**src/rtl/psk_mod_mpsk.sv**
```systemverilog
// M-PSK modulator (BPSK/QPSK/8PSK per symbol): rotates the (cos,sin) carrier by the Gray-mapped phase.
// Define PSK_MOD_MPSK_8PSK_EN to build 8PSK (mode 2) and the 45-degree multiplier path.
module psk_mod_mpsk #(
    parameter int WIDTH    = 12,
    parameter int BYTES    = 1,
    parameter int SPS_LOG2 = 4
) (
    input  logic                    clk_16M384,
    input  logic                    rst_16M384,
    input  logic [BYTES*8-1:0]      data_tdata,
    input  logic                    data_tvalid,
    output logic                    data_tready,
    input  logic                    data_tlast,
    input  logic [1:0]              data_tuser,
    input  logic signed [WIDTH-1:0] carrier_I,
    input  logic signed [WIDTH-1:0] carrier_Q,
    input  logic [SPS_LOG2-1:0]     DELAY_CNT,
    output logic signed [WIDTH-1:0] out_I,
    output logic signed [WIDTH-1:0] out_Q,
    output logic                    out_vld,
    output logic                    out_last,
    output logic                    out_sym_start,
    output logic [1:0]              out_mode,
    output logic [2:0]              out_bits,
    output logic                    out_err,
    output logic                    out_clk_sym
);
    localparam int SW = WIDTH + 1;

    typedef enum logic [1:0] {
        MODE_BPSK = 2'd0,
        MODE_QPSK = 2'd1,
        MODE_8PSK = 2'd2,
        MODE_RSVD = 2'd3
    } mode_t;

    localparam logic signed [WIDTH-1:0] S_MAX = {1'b0, {(WIDTH-1){1'b1}}};
    localparam logic signed [WIDTH-1:0] S_MIN = {1'b1, {(WIDTH-1){1'b0}}};

    function automatic logic signed [WIDTH-1:0] neg_sat(input logic signed [WIDTH-1:0] x);
        return (x == S_MIN) ? S_MAX : -x;
    endfunction

    logic [SPS_LOG2-1:0] cnt;
    logic                strobe;
    logic                xfer;

    assign strobe      = (cnt == DELAY_CNT);
    assign data_tready = strobe & ~rst_16M384;
    assign xfer        = data_tvalid & data_tready;
    assign out_clk_sym = cnt[SPS_LOG2-1];

    // Symbol decode: mapped phase index k in 45-degree steps, masked raw bits, error flag.
    mode_t      dec_mode;
    logic [2:0] dec_k;
    logic [2:0] dec_bits;
    logic       dec_err;
    logic [2:0] d;

    assign d        = data_tdata[2:0];
    assign dec_mode = mode_t'(data_tuser);

    // NOTE: every always_comb output gets a default first so no path can infer a latch.
    always_comb begin
        dec_k    = 3'd0;
        dec_bits = 3'd0;
        dec_err  = 1'b0;
        case (dec_mode)
            MODE_BPSK: begin
                dec_bits = {2'b00, d[0]};
                dec_k    = d[0] ? 3'd0 : 3'd4;
            end
            MODE_QPSK: begin
                dec_bits = {1'b0, d[1:0]};
                dec_k    = {d[1], d[1] ^ d[0], 1'b0};
            end
            MODE_8PSK: begin
                dec_bits = d;
`ifdef PSK_MOD_MPSK_8PSK_EN
                dec_k    = {d[2], d[2] ^ d[1], d[2] ^ d[1] ^ d[0]};
`else
                dec_err  = 1'b1;
`endif
            end
            default: dec_err = 1'b1;
        endcase
    end

    logic       sym_vld, sym_last, sym_err, sym_new;
    logic [1:0] sym_mode;
    logic [2:0] sym_bits, sym_k;

    // NOTE: sequential state uses non-blocking assignments so every flop samples pre-edge values.
    always_ff @(posedge clk_16M384) begin
        if (rst_16M384) begin
            cnt      <= '0;
            sym_vld  <= 1'b0;
            sym_last <= 1'b0;
            sym_err  <= 1'b0;
            sym_new  <= 1'b0;
            sym_mode <= 2'd0;
            sym_bits <= 3'd0;
            sym_k    <= 3'd0;
        end else begin
            cnt     <= cnt + 1'b1;
            sym_new <= 1'b0;
            if (strobe) begin
                sym_vld  <= xfer;
                sym_new  <= xfer;
                sym_last <= xfer & data_tlast;
                sym_err  <= xfer & dec_err;
                sym_mode <= xfer ? data_tuser : 2'd0;
                sym_bits <= xfer ? dec_bits : 3'd0;
                sym_k    <= xfer ? dec_k : 3'd0;
            end
        end
    end

    // Stage 1: carrier capture, zeroing for idle/error symbols, 45-degree pre-sums.
    logic signed [SW-1:0] ci_x, cq_x, s1_a, s1_b;
    logic                 s1_zero;

    assign ci_x    = SW'(carrier_I);
    assign cq_x    = SW'(carrier_Q);
    assign s1_zero = ~sym_vld | sym_err;

    always_comb begin
        s1_a = ci_x;
        s1_b = cq_x;
`ifdef PSK_MOD_MPSK_8PSK_EN
        if (sym_k[0]) begin
            s1_a = ci_x - cq_x;
            s1_b = ci_x + cq_x;
        end
`endif
        if (s1_zero) begin
            s1_a = '0;
            s1_b = '0;
        end
    end

    logic signed [SW-1:0] p1_a, p1_b;
    logic [1:0]           p1_m, p1_mode;
    logic [2:0]           p1_bits;
    logic                 p1_odd, p1_vld, p1_last, p1_err, p1_start;

    always_ff @(posedge clk_16M384) begin
        if (rst_16M384) begin
            p1_a     <= '0;
            p1_b     <= '0;
            p1_m     <= 2'd0;
            p1_odd   <= 1'b0;
            p1_vld   <= 1'b0;
            p1_last  <= 1'b0;
            p1_err   <= 1'b0;
            p1_start <= 1'b0;
            p1_mode  <= 2'd0;
            p1_bits  <= 3'd0;
        end else begin
            p1_a     <= s1_a;
            p1_b     <= s1_b;
            p1_m     <= sym_k[2:1];
            p1_odd   <= sym_k[0];
            p1_vld   <= sym_vld;
            p1_last  <= sym_last;
            p1_err   <= sym_err;
            p1_start <= sym_new;
            p1_mode  <= sym_mode;
            p1_bits  <= sym_bits;
        end
    end

    // Stage 2: optional K=cos(45) scaling with round-half-up and saturation, then m*90 rotation.
    logic signed [WIDTH-1:0] i0, q0, rot_i, rot_q;

`ifdef PSK_MOD_MPSK_8PSK_EN
    localparam int PW = SW + 16;
    localparam logic signed [15:0]   K45   = 16'sd23170;
    localparam logic signed [PW-1:0] RND   = {{(SW+1){1'b0}}, 15'h4000};
    localparam logic signed [PW-1:0] P_MAX = {{17{1'b0}}, 1'b0, {(WIDTH-1){1'b1}}};
    localparam logic signed [PW-1:0] P_MIN = {{18{1'b1}}, {(WIDTH-1){1'b0}}};

    function automatic logic signed [WIDTH-1:0] scale45(input logic signed [SW-1:0] x);
        logic signed [PW-1:0] p;
        p = (PW'(x) * PW'(K45) + RND) >>> 15;
        if (p > P_MAX)      return S_MAX;
        else if (p < P_MIN) return S_MIN;
        else                return p[WIDTH-1:0];
    endfunction

    assign i0 = p1_odd ? scale45(p1_a) : p1_a[WIDTH-1:0];
    assign q0 = p1_odd ? scale45(p1_b) : p1_b[WIDTH-1:0];

    logic unused_sig;
    assign unused_sig = ^{data_tdata[BYTES*8-1:3]};
`else
    assign i0 = p1_a[WIDTH-1:0];
    assign q0 = p1_b[WIDTH-1:0];

    logic unused_sig;
    assign unused_sig = ^{data_tdata[BYTES*8-1:3], p1_a[WIDTH], p1_b[WIDTH], p1_odd};
`endif

    always_comb begin
        rot_i = i0;
        rot_q = q0;
        case (p1_m)
            2'd1: begin rot_i = neg_sat(q0); rot_q = i0;          end
            2'd2: begin rot_i = neg_sat(i0); rot_q = neg_sat(q0); end
            2'd3: begin rot_i = q0;          rot_q = neg_sat(i0); end
            default: ;
        endcase
    end

    always_ff @(posedge clk_16M384) begin
        if (rst_16M384) begin
            out_I         <= '0;
            out_Q         <= '0;
            out_vld       <= 1'b0;
            out_last      <= 1'b0;
            out_err       <= 1'b0;
            out_sym_start <= 1'b0;
            out_mode      <= 2'd0;
            out_bits      <= 3'd0;
        end else begin
            out_I         <= rot_i;
            out_Q         <= rot_q;
            out_vld       <= p1_vld;
            out_last      <= p1_last;
            out_err       <= p1_err;
            out_sym_start <= p1_start;
            out_mode      <= p1_mode;
            out_bits      <= p1_bits;
        end
    end
endmodule

```
**config.mk**
```make
export PLATFORM = sky130hd
export DESIGN_NAME = psk_mod_mpsk
export DESIGN_NICKNAME = d
export VERILOG_FILES = /design/src/rtl/psk_mod_mpsk.sv
export SDC_FILE = /design/constraint.sdc
export NUM_CORES = 1
export LEC_CHECK = 0
export ABC_CLOCK_PERIOD_IN_PS = 2100
export BUFFER_PORTS_ARGS = -buffer_cell sky130_fd_sc_hd__buf_2
export CAP_MARGIN = 20
export CORE_UTILIZATION = 50
export CTS_BUF_LIST = sky130_fd_sc_hd__clkbuf_8
export DETAILED_ROUTE_END_ITERATION = 7
export HOLD_SLACK_MARGIN = 0.05
export PLACE_DENSITY_LB_ADDON = 0.12
export SLEW_MARGIN = 20
export SYNTH_ARGS = -nofsm -noshare
export SYNTH_HDL_FRONTEND = slang
export SYNTH_SLANG_ARGS = --single-unit
```
**constraint.sdc**
```tcl
create_clock -name clk_16M384 -period 2.1 [get_ports clk_16M384]
set_input_delay 0.21 -clock clk_16M384 [delete_from_list [all_inputs] [get_ports clk_16M384]]
set_output_delay 0.21 -clock clk_16M384 [all_outputs]
set_load 0.05 [all_outputs]
```
== Word level (Yosys, flattened, before mapping) ==
Index checks and enable logic that the tools add are counted.
Word-level totals
  register bits after elaboration: 84
  input port bits: 42
  output and inout bits: 35
  word-level logic and storage cells: 60
Cells by class
  add/sub/neg operators: 3
  eq/ne operators: 8
  mux-type cells: 11
  bitwise logic cells: 9
  reduce and logical (&&, ||, !) cells: 4
Operators with widths (count)
  12-bit case mux with 3 select lines: 2
  12-bit == test (second input constant): 2
  12-bit two-way mux: 2
  12-bit negator: 2
  3-bit two-way mux: 3
  3-bit case mux with 3 select lines: 1
  2-bit == test (second input constant): 3
  3-bit case mux with 2 select lines: 1
  2-bit OR reduction: 3
  4-bit by 1-bit adder with 4-bit output (second input constant): 1
  1-bit bitwise AND: 4
  2-bit by 1-bit == test with 1-bit output (second input constant): 2
  4-bit == test: 1
  1-bit NOT: 3
  2-bit logical NOT: 1
  2-bit two-way mux: 1
  1-bit two-way mux: 1
  1-bit bitwise OR: 1
  1-bit bitwise XOR: 1

== Longest topological paths before layout ==
  word-level depth: 4
  depth in mapped cells: 9

== Least setup slack after synthesis ==
OpenSTA, ideal clock, no wires.
  kind: register to register
  start: reg p1_b[0]
  end: reg out_Q[11]
  setup time: 139 ps
  arrival: 2136 ps
  setup slack: -175 ps
  cell stages (with the launch flop): 10
  buffers on the path: 2
  path through: dfxtp_1 -> inv_1 -> ha_1 -> or3b_1 -> buf_6 -> or4_4 -> buf_6 -> a21o_1 -> a221oi_2 -> a211oi_1
On the way
  longest elaborated chain between the ends: 3
  elaborated cells between the ends (all ways): 4
  those cells by class: add/sub: 1; eq/ne: 1; mux: 2
Ends and longest elaborated chain
  from (decl): RTL line 142  | logic signed [SW-1:0] p1_a, p1_b;
  from (signal assigned): RTL line 150  | p1_b <= '0;
  from (signal assigned): RTL line 161  | p1_b <= s1_b;
  12-bit negator or 12-bit == test (tied branches): RTL line 41  | return (x == S_MIN) ? S_MAX : -x;
  12-bit two-way mux (*): RTL line 41
  12-bit case mux with 3 select lines (*): RTL line 207  | case (p1_m)
  to (signal assigned): RTL line 227  | out_Q <= rot_q;
  to (decl): RTL line 19  | output logic signed [WIDTH-1:0] out_Q,
Mark *: on every way between the ends. The rest lies on a longest branch, timed or not.
A chain may end at the register's enable or synchronous reset.

== Worst setup path in the final report ==
  start: reg p1_b[1]
  end: reg out_Q[11]
The elaborated chain is that of the path after synthesis.

==> flow_summary.yaml <==
run_status:
  status: "complete, but fails checks"
  violations: "setup timing"
detailed_routing:
  wl_per_cell_um: 14.6
  drc: 0
  routed_wl_mm: 9.22
  drtPass1Iterations: 5
  viasPerCell: 5.52
  drtIter0Drc: 294
  antenna_left: 0
  via_count: 3479
clocking:
  cts_sinks: 83
  cts_tree: "yes"
  cts.clk_slew.worst_paths_ns: 0.09
  h-tree-depth: 3
  numCtsBuffers: 9
  cts-root-buf: "clkbuf_8"
  clockBufferDepth: 2
  clk_latency_ns: 0.37
cells_and_area:
  stdcell_area_mm2: 0.00482
  regArea_mm2: 0.00166
  area_growth_syn_to_layout_pct: 35.5
  antenna_cells: 0
  final_cell_mix: "81 x dfxtp_1, 71 x buf_2, 44 x buf_4"
  multi_input_area_mm2: 0.00185
  nFillCells: 543
  final_common_cell: "dfxtp_1"
  final_layout_size_suffix_gt1_share_pct: 31.5
  finalNetCount: 574
  fin_cells: 630
hold_path:
  hold_path.class: "primary input to flip-flop"
  min_path_cells: 2
  hp-start: "carrier_I[11]"
critical_path:
  arrival_ns: 2.40
  r2r_cells: 7
  startpoint: "p1_b[1]"
  setup.worst_path.class: "flip-flop to flip-flop"
  rr_startpoint: "p1_b[1]"
  path_cells: "inv_2, ha_4, or3b_4, or4_4, a21o_1, a221oi_2, a211oi_1"
  crit_family: "simple AND/OR/NAND/NOR gates"
  critPathBufInv: 1
  start_kind: "flip-flop"
  critPathSlowestCell: "or4_4"
  cp.required_ns: 2.34
  slowest_delay_ns: 0.55
  cp.depth: 7
  crit_fanout: 5
  cp-end-kind: "flip-flop"
floorplanning:
  die_y_um: 86.4
  dieArea_mm2: 0.00746
  rows: 30
  fp.coreArea_mm2: 0.00683
  start_util_pct: 52.1
  io_pins: 77
  die_x_um: 86.4
sta:
  final_hold_viol_count: 0
  fmax_mhz: 463
  fin_skew_ns: 0.0147
  setup_tns_ns: -0.263
  slew_violations: 0
  rsz0062_at_grt: "yes"
  period_share_pct: 103
  finalCriticalPeriod_ns: 2.16
  max_slew.worst_pin.slew_ns: 0.601
  setup_slack_ns: -0.0602
  setup_viol: 7
  slew_headroom_pct: 59.9
yosys:
  synth-async-reset-ratio_pct: 0
  synth_area_per_cell_um2: 8.76
  synthesis.area_mm2: 0.00356
  synth-edff-count: 0
  yosys_warnings: 0
  synth_cell_types: 55
  synth_nets: 451
  yosysSeqAreaShare_pct: 46.7
  ys_ff_latch: 83
  yosys_most_used_dff: "dfxtp_1"
  syn_inst: 406
place:
  dp.cells: 585
  place_area_mm2: 0.00425
  place_congestion: 0.924
  dp_hpwl_mm: 5.99
  port-buffer-count: 71
power_and_ir_drop:
  p_leak_nw: 2.13
  p_switching_uw: 778
  clkPwrFrac_pct: 36.1
  pwr-share-seq_pct: 54.4
  intPower_mw: 2.18
  pwr-share-comb_pct: 9.5
  vdd_drop_max_v: 0.000368
  power.density_mw_per_mm2: 613
  swShare_pct: 26.3
global_routing:
  antenna_found_initial: 0
  overflow: 0
  grt_pass1_wl_mm: 14.4
  grt_max_degree: 55
  grtUsageTotal_pct: 25.0
  first_global_vias: 3079
job:
  drv_cap: 0
==> logic make-up (layout without fill, tap and decap cells) <==
group | after synthesis | count (layout) | share of synthesized area, %
fa+ha+maj | 3 | 3 | 1.05
xor+xnor | 8 | 8 | 1.97
simple gates | 154 | 155 | 23.0
flops | 83 | 83 | 46.7
compound gates | 108 | 108 | 20.8
buf+inv | 46 | 173 | 5.27
mux | 4 | 4 | 1.20
==> path summary, 6_finish.rpt <==
check             slack (ns)        end
setup / recovery       -0.06  out_Q[11]
hold / removal          0.06   p1_a[11]
setup reg to reg       -0.06  out_Q[11]
hold reg to reg         0.44    p1_last
==> power by group through the flow <==
stage                     Sequential, mW  Clock [mW]  Combinational (mW)
after floorplan                     1.65           0               0.120
after global placement              1.64           0               0.225
after detailed placement            1.64           0               0.229
after CTS                           1.61        1.08               0.265
after global routing                1.61        1.15               0.305
final                               1.61        1.07               0.281
==> registers in the layout, indices dropped and copies added (netlist names), 2 cells and up <==
name and count:
cnt 4, out_mode 2, p1_mode 2, p1_bits 3, out_Q 12, sym_bits 3
p1_b 12, sym_mode 2, out_bits 3, p1_a 12, out_I 12, p1_m 2
sym_k 2
==> synth_stat cells (all sizes together) (3+ instances only) <==
master	instances	area (um^2)
dfxtp	83	1660
nand2	38	143
nor2	31	116
and2	26	163
a21oi	24	120
clkbuf	21	78.8
o21ai	21	105
inv	20	75.1
nor2b	13	81.3
a211oi	8	60.1
or3	8	50.1
nor3	7	35.0
o22ai	7	43.8
o32ai	7	61.3
nor4	6	43.8
xor2	6	52.6
a31oi	5	31.3
buf	5	33.8
nand3	5	25.0
o31ai	5	37.5
or4	5	41.3
a221oi	4	47.6
a21o	3	22.5
ha	3	37.5
nor3b	3	22.5
o221ai	3	26.3
o311ai	3	26.3
==> per-stage QoR <==
| step | hold slack, ns | setup slack, ns | utilization [%] | power, mW |
|---|---|---|---|---|
| 6_report | 0.0551 | -0.0602 | 70.6 | 2.95 |
| 2_1_floorplan | 0.319 | -0.110 | - | 1.77 |
| 3_3_place_gp | 0.407 | -0.0870 | 62.2 | 1.87 |
| 3_5_place_dp | 0.411 | -0.129 | 62.2 | 1.87 |
| 5_1_grt | 0.0580 | -0.119 | 70.6 | 3.06 |
| 4_1_cts | 0.0520 | -0.00417 | 68.8 | 2.95 |
==> cell type report <==
| class | instances | area share, % |
|---|---|---|
| Timing Repair Buffer | 137 | 19.2 |
| Clock inverter | 7 | 1.17 |
| Clock buffer | 9 | 2.57 |
| Sequential cell | 83 | 34.5 |
| Inverter | 20 | 1.56 |
| Multi-Input combinational cell | 278 | 38.5 |
| Tap cell | 96 | 2.49 |
==> worst register-to-register path: stages, from the launching register on <==
cell and delay, ns:
dfxtp_2 0.34, inv_2 0.08, ha_4 0.13, or3b_4 0.42
or4_4 0.55, a21o_1 0.21, a221oi_2 0.22, a211oi_1 0.08
==> per-layer routing <==
layer / up-vias / share of wire [%] / global-route usage [%]
li1: 1702 / - / -
met1: 1605 / 45 / 32.0
met4: 0 / 2.0 / 8.33
met2: 149 / 46 / 41.8
met5: - / 0 / 0
met3: 23 / 6.8 / 5.43
==> timing repair <==
action                                  in CTS  in global routing
hold buffers                                19                  0
gates resized for setup                      8                 17
pin swaps                                    5                 11
endpoints found under the setup margin      18                 19
buffers inserted                             5                  4
hold endpoints to repair                    19                  0
cloned                                       1                  0
Note: power is estimated with default switching activity, not from simulation.
